**src/rtl/datamem_sized.sv**
```systemverilog
// Data memory for the MEM stage: byte/half/word stores with lane merge, extended sub-word
// loads, misalignment detection and a configurable read latency behind a busy/valid handshake.
module datamem_sized #(
    parameter int ADDR_WIDTH   = 5,
    parameter int READ_LATENCY = 1
) (
    input  logic        clock,
    input  logic        reset,
    input  logic        memRead,
    input  logic        memWrite,
    input  logic [31:0] address,
    input  logic [31:0] writeData,
    input  logic [1:0]  size,
    input  logic        signExt,
    output logic [31:0] readData,
    output logic        readValid,
    output logic        busy,
    output logic        misaligned
);

    // state | meaning
    // IDLE  | ready; requests accepted, latency-1 reads answered next cycle
    // WAIT  | multi-cycle read in flight; cnt_q counts the remaining busy cycles
    typedef enum logic {
        IDLE,
        WAIT
    } state_t;

    localparam int         DEPTH    = 2 ** ADDR_WIDTH;
    localparam logic [1:0] CNT_LOAD = 2'(READ_LATENCY - 1);

    function automatic logic [31:0] extract(
        input logic [31:0] word,
        input logic [1:0]  sz,
        input logic [1:0]  lane,
        input logic        sx
    );
        logic [7:0]  b;
        logic [15:0] h;
        logic [31:0] r;
        case (lane)
            2'd0:    b = word[7:0];
            2'd1:    b = word[15:8];
            2'd2:    b = word[23:16];
            default: b = word[31:24];
        endcase
        h = lane[1] ? word[31:16] : word[15:0];
        case (sz)
            2'b00:   r = {{24{sx & b[7]}}, b};
            2'b01:   r = {{16{sx & h[15]}}, h};
            default: r = word;
        endcase
        return r;
    endfunction

    state_t                  state_q, state_d;
    logic [1:0]              cnt_q, cnt_d;
    logic [31:0]             read_data_q, read_data_d;
    logic                    read_valid_q, read_valid_d;
    logic                    misaligned_q, misaligned_d;
    logic [31:0]             rd_word_q, rd_word_d;
    logic [1:0]              rd_size_q, rd_size_d;
    logic [1:0]              rd_lane_q, rd_lane_d;
    logic                    rd_sext_q, rd_sext_d;
    logic [31:0]             mem_q [DEPTH];
    logic [31:0]             mem_d [DEPTH];

    logic                    accept;
    logic                    is_misaligned;
    logic                    do_write;
    logic                    do_read;
    logic [ADDR_WIDTH-1:0]   word_idx;
    logic [3:0]              wr_be;
    logic [31:0]             wr_lanes;
    logic                    unused_addr;

    assign unused_addr = ^address[31:ADDR_WIDTH+2];

    assign busy       = (state_q == WAIT);
    assign readData   = read_data_q;
    assign readValid  = read_valid_q;
    assign misaligned = misaligned_q;

    assign word_idx = address[ADDR_WIDTH+1:2];
    assign accept   = !busy && (memRead || memWrite);

    always_comb begin
        is_misaligned = 1'b0;
        case (size)
            2'b00:   is_misaligned = 1'b0;
            2'b01:   is_misaligned = address[0];
            default: is_misaligned = (address[1:0] != 2'b00);
        endcase
    end

    // A simultaneous read and write performs only the write.
    assign do_write = accept && memWrite && !is_misaligned;
    assign do_read  = accept && memRead && !memWrite && !is_misaligned;

    always_comb begin
        wr_be    = 4'b0000;
        wr_lanes = writeData;
        case (size)
            2'b00: begin
                wr_be    = 4'b0001 << address[1:0];
                wr_lanes = {4{writeData[7:0]}};
            end
            2'b01: begin
                wr_be    = address[1] ? 4'b1100 : 4'b0011;
                wr_lanes = {2{writeData[15:0]}};
            end
            default: begin
                wr_be    = 4'b1111;
                wr_lanes = writeData;
            end
        endcase
    end

    always_comb begin
        mem_d = mem_q;
        if (do_write) begin
            for (int l = 0; l < 4; l++) begin
                if (wr_be[l]) begin
                    mem_d[word_idx][8*l +: 8] = wr_lanes[8*l +: 8];
                end
            end
        end
    end

    always_comb begin
        state_d      = state_q;
        cnt_d        = cnt_q;
        read_data_d  = read_data_q;
        read_valid_d = 1'b0;
        misaligned_d = accept && is_misaligned;
        rd_word_d    = rd_word_q;
        rd_size_d    = rd_size_q;
        rd_lane_d    = rd_lane_q;
        rd_sext_d    = rd_sext_q;
        case (state_q)
            IDLE: begin
                if (do_read) begin
                    if (READ_LATENCY == 1) begin
                        read_valid_d = 1'b1;
                        read_data_d  = extract(mem_q[word_idx], size, address[1:0], signExt);
                    end else begin
                        state_d   = WAIT;
                        cnt_d     = CNT_LOAD;
                        rd_word_d = mem_q[word_idx];
                        rd_size_d = size;
                        rd_lane_d = address[1:0];
                        rd_sext_d = signExt;
                    end
                end
            end
            WAIT: begin
                // The edge that takes the counter to zero delivers the result.
                if (cnt_q <= 2'd1) begin
                    state_d      = IDLE;
                    cnt_d        = 2'd0;
                    read_valid_d = 1'b1;
                    read_data_d  = extract(rd_word_q, rd_size_q, rd_lane_q, rd_sext_q);
                end else begin
                    cnt_d = cnt_q - 2'd1;
                end
            end
            default: begin
                state_d = IDLE;
                cnt_d   = 2'd0;
            end
        endcase
    end

    always_ff @(posedge clock or posedge reset) begin
        if (reset) begin
            state_q      <= IDLE;
            cnt_q        <= 2'd0;
            read_data_q  <= 32'd0;
            read_valid_q <= 1'b0;
            misaligned_q <= 1'b0;
            rd_word_q    <= 32'd0;
            rd_size_q    <= 2'd0;
            rd_lane_q    <= 2'd0;
            rd_sext_q    <= 1'b0;
        end else begin
            state_q      <= state_d;
            cnt_q        <= cnt_d;
            read_data_q  <= read_data_d;
            read_valid_q <= read_valid_d;
            misaligned_q <= misaligned_d;
            rd_word_q    <= rd_word_d;
            rd_size_q    <= rd_size_d;
            rd_lane_q    <= rd_lane_d;
            rd_sext_q    <= rd_sext_d;
        end
    end

    always_ff @(posedge clock or posedge reset) begin
        if (reset) begin
            for (int i = 0; i < DEPTH; i++) begin
                mem_q[i] <= 32'd0;
            end
        end else begin
            mem_q <= mem_d;
        end
    end

endmodule

```
**config.mk**
```make
export PLATFORM = sky130hd
export DESIGN_NAME = datamem_sized
export DESIGN_NICKNAME = d
export VERILOG_FILES = /design/src/rtl/datamem_sized.sv
export SDC_FILE = /design/constraint.sdc
export NUM_CORES = 2
export LEC_CHECK = 0
export CORE_MARGIN = 2
export CORE_UTILIZATION = 35
export CTS_CLUSTER_SIZE = 28
export DETAILED_ROUTE_END_ITERATION = 6
export PLACE_DENSITY = 0.54
export SLEW_MARGIN = 20
export SYNTH_ARGS = -nofsm -noshare
export SYNTH_HDL_FRONTEND = slang
export SYNTH_SLANG_ARGS = --single-unit
```
**constraint.sdc**
```tcl
create_clock -name clock -period 33.8 [get_ports clock]
set_clock_uncertainty 0.15 [all_clocks]
set_input_delay 6.76 -clock clock [delete_from_list [all_inputs] [get_ports clock]]
set_output_delay 6.76 -clock clock [all_outputs]
set_load 0.01 [all_outputs]
```
; Word-level counts from Yosys, hierarchy flattened
; Cells that the tools add are included.
[classes]
eq_ne = 5
mux = 41
shift = 1
n_addsub = 1
magnitude_cmp = 3
bitwise = 4
reduce_logical = 16
[op_table]
columns = cell, count
row1 = $mux 1024, 7
row2 = $bwmux 1024, 4
row3 = $demux 32 s5, 4
row4 = $pmux 32 s2, 3
row5 = $bmux 32 s5, 1
row6 = $mux 32, 5
row7 = $mux 16, 2
row8 = $mux 24, 1
row9 = $mux 8, 3
row10 = $pmux 8 s3, 1
row11 = $logic_and 1x1->1, 8
row12 = $pmux 4 s2, 1
row13 = $ge 6x6->1 const B, 1
row14 = $lt 6x1->1 const B, 1
row15 = $not 5->6, 1
row16 = $pmux 1 s2, 3
row17 = $eq 2x1->1 const B, 2
row18 = $logic_not 2->1, 2
row19 = $mux 2, 2
row20 = $mux 4, 1
row21 = $shl 1x2->4 const A, 1
row22 = $logic_not 1->1, 3
row23 = $mux 1, 3
row24 = $and 1x1->1, 2
row25 = 9 further kinds, 9
[word_totals]
ff_bits = 1061
input_bits = 71
output_inout_bits = 35
elab_cells = 108

; Depth between registers and ports, before layout
[depth]
ltp_word = 16
depth_mapped = 13
depth_no_buf = 7

; Worst setup path after synthesis
; Ideal clock, no wire load.
[synth_path]
path_kind = input to register
from = input port address[3]
to = register read_data_q[5] (netlist: readData[5])
setup_slack_ps = 24672
setup_ps = 134
stages = 11
n_path_buf = 6
required_time_ps = 33516
t_arrival_ps = 8844
path_cell_list = buf_4 -> buf_6 -> buf_6 -> buf_2 -> buf_4 -> buf_2 -> mux4_2 -> a22oi_1 -> nand4_1 -> a222oi_1 -> o21ai_1
[synth_between]
elab_chain_cells = 10
elab_cells_between_ends = 11
cone_classes = mux (10) / bitwise (1)
[synth_lines]
columns = element, line_no
row1 = start: declaration, 11  ; input logic [31:0] address,
row2 = $not 5->6 *, --
row3 = $bmux 32 s5 *, --
row4 = $mux 32 (not written as such) * (2 in a row), 145  ; read_data_d = extract(mem_q[word_idx], size, address[1:0], signExt);
row5 = $pmux 8 s3, 41  ; case (lane)
row6 = $mux 8, 142  ; if (do_read) begin
row7 = $mux 8, 140  ; case (state_q)
row8 = $pmux 32 s2 *, 48  ; case (sz)
row9 = $mux 32 *, 142
row10 = $pmux 32 s2 *, 140
row11 = end signal: assignment, 188  ; read_data_q <= read_data_d;
row12 = end: declaration, 58  ; logic [31:0] read_data_q, read_data_d;
; Every way passes the cells marked *; elsewhere a longest branch is shown, timed or not. The select of a mux whose other input is x is not followed.
; A chain may end at the register's enable or synchronous reset.

; Worst setup path after layout
[layout_path]
from = input port address[3]
to = register read_data_q[22] (netlist: readData[22])
[layout_between]
elab_chain_cells = 11
elab_cells_between_ends = 13
cone_classes = mux (10) / bitwise (3)
[layout_lines]
columns = element, line_no
row1 = $not 5->6 *, --
row2 = $bmux 32 s5 *, --
row3 = $mux 32 (not written as such) * (2 in a row), 145
row4 = $pmux 8 s3, 41
row5 = $mux 8, 142
row6 = $mux 8, 140
row7 = $and 1x1->1, 49  ; 2'b00: r = {{24{sx & b[7]}}, b};
row8 = $pmux 32 s2 *, 48
row9 = $mux 32 *, 142
row10 = $pmux 32 s2 *, 140
; Marked as above.

==> results.md <==
- Status: finished, final reports clean
- Most frequent cells in the layout: dfrtp_1 (1061), mux2_2 (508), nand2_1 (340)
- Hold Buf Count CTS: 0
- Synth-to-Final Area Change: 14.3%
- Post-Syn Area: 48000 sq um
- Worst-margin pin slew: 1.12 ns
- Max Clk Rate: 87.9 MHz
- Ys flop type: dfrtp_1
- Final Max Slew Viols: 0
- RSZ-0062 raised after global routing: false
- Fin nets: 4030
- Worst path arrival time: 11.80 ns
- Num CTS Buffers: 114
- # DRC: 0
- Router iterations before antenna repair: 6
- Antenna viol nets, final: 0
- CTS root buffer: clkbuf_16
- Post-synthesis register bit count: 1061
- Most common cell after layout, fill and taps aside: dfrtp_1
- Maximum vdd drop: 40.4 uV
- Crit start category: input port
- Routed WL per cell: 25.2 um
- Row count: 135
- Die Ht: 374 um
- PwrDens: 58.3 nW/um^2
- Place WS: 21.77 ns
- Vias per cell: 5.48
- Placed cells: 5619
- Final worst slack: 22.42 ns
- Ys Warns: 0
- Mean Syn Cell Area: 12.1 sq um
- Hold Slack: 0.328 ns
- Seq/Total Area, Yosys: 55.3%
- Slew HR: 25.0%
- Post-Route Setup TNS: 0 ns
- IO Port Bufs: 80
- # clock sinks: 1061
- Layout fillers: 12900
- Synth cell types: 67
- Crit Path Max Fanout: 96
- Period utilisation layout: 33.7%
- Largest net degree at the start of global routing: 162
- Critical Path RT: 34.22 ns
- GRT Overall Usage: 20.9%
- Max cap viols: 0
- H-tree depth: 3
- Cts repair resizes: 0
- Area of the multi-input gates: 20200 sq um
- Die width: 374 um
- IO Pins: 106
- CTS tree: done
- Clk slew on worst S/H paths: 0.06 ns
- Layout cells sized above 1: 25.9%
- # setup viols final: 0
- Vias in the first global route: 31700
- Seq. cell area: 26600 sq um
- Global route total overflow: 0
- Placer congestion estimate: 0.838
- Worst-case clock buffer depth: 3
- WS Path Type: in -> reg
- Post-layout util: 40.4%
- Hold crit path type: reg -> reg
- Initial DRC Count: 2769
- Via count: 32000
- Critical Path End Type: register
- Die area: 140000 sq um
- Fin crit period: 11.38 ns
- EDFF count, synth: 0
- Clk_lat worst skew: 0.72 ns
- Post-CTS setup buffer count: 0
- Antenna violations before repair: 5
- Async SR Flop Fraction: 100%
- Post-Synthesis Cells: 3962
- Leakage: 25.2 nW
- DP HPWL: 96.2 mm
- Final hold violations: 0
- Syn nets: 4033
- Core ar.: 136000 sq um
- Initial Util: 35.4%
- Non-Filler Instances: 5840
- Total Routed Length: 147 mm
- Global-route wire length before repair: 220 mm
report_power, final:
part	leakage, nW	internal, W	switching, W	total, W
Combinational	8.78	0.000165	0.000213	0.000378
Clock	2.04	0.000810	0.000538	0.00135
Sequential	14.4	0.00140	0.0000721	0.00147
Total	25.2	0.00238	0.000823	0.00320
kinds of logic (layout without fill, tap and decap cells):
| group | after synthesis | count (layout) | synth area share [%] |
|---|---|---|---|
| AO/OA/AOI/OAI | 784 | 784 | 9.29 |
| XOR/XNOR | 3 | 3 | 0.0547 |
| buffers and inverters | 318 | 414 | 3.32 |
| flip-flops | 1061 | 1061 | 55.3 |
| multiplexers | 945 | 945 | 24.0 |
| other | 0 | 1 | 0 |
| AND/OR/NAND/NOR | 851 | 851 | 8.06 |
flip-flops by register name, indices dropped and copies added (netlist names):
signal,count
cnt_q,2
mem_q,1024
readValid,1
busy,1
misaligned,1
readData,32
layer usage:
metal / wire length, um / GRT usage (%) / share of wire [%]
met5: 12 / 0 / 0.0081
met4: 4740 / 6.94 / 3.2
met3: 9670 / 3.67 / 6.6
met2: 65600 / 31.7 / 45
met1: 67300 / 30.2 / 46
area by class of cell:
class                           count  area share [%]
Clock inverter                     58            1.35
Multi-Input combinational cell   2583            36.8
Sequential cell                  1061            48.4
Antenna cell                        1         0.00456
Tap cell                         1781            4.06
Inverter                            7          0.0547
Timing Repair Buffer              192            3.34
Clock buffer                      157            6.08
cell usage after synthesis (all sizes together) (17+ instances only):
master     n  share of area [%]
a21oi    266                2.8
a221oi    17               0.31
a22oi     36               0.56
buf      139                1.9
clkbuf   172                1.3
dfrtp   1061                 55
mux2     516                 12
mux2i    317                6.6
mux4     112                5.3
nand2    342                2.7
nand3     47               0.49
nor2     335                2.8
nor3      23               0.51
nor4      36               0.49
o21ai    278                2.9
o22ai    144                1.9
worst max-delay path: stages:
cell	delay (ns)
buf_8	0.62
buf_12	0.53
buf_12	0.56
buf_4	0.71
mux2i_1	0.27
o22ai_1	0.16
nor4_1	0.30
nand2_1	0.25
o311ai_2	0.51
o31ai_4	0.31
a221o_1	0.34
final timing paths:
kind,start,endpoint,slack [ns],depth (start not counted)
setup / recovery,address[3],readData[22]$_DFFE_PP0P_,22.42,11
hold / removal,mem_q[339]$_DFFE_PP0P_,mem_q[339]$_DFFE_PP0P_,0.33,2
setup reg to reg,mem_q[567]$_DFFE_PP0P_,readData[22]$_DFFE_PP0P_,30.35,7
hold reg to reg,mem_q[339]$_DFFE_PP0P_,mem_q[339]$_DFFE_PP0P_,0.33,2
max in group asynchronous,reset,mem_q[1022]$_DFFE_PP0P_,23.34,6
min in group asynchronous,reset,mem_q[839]$_DFFE_PP0P_,6.36,2
stage by stage:
| stage | power, W | area, sq um |
|---|---|---|
| 2_1_floorplan | 0.00174 | 48000 |
| 3_3_place_gp | 0.00186 | 50500 |
| 3_5_place_dp | 0.00187 | 50700 |
| 4_1_cts | 0.00322 | 54700 |
| 5_1_grt | 0.00333 | 54900 |
| 6_report | 0.00320 | 54900 |
Power figures use the tool's default switching activity.
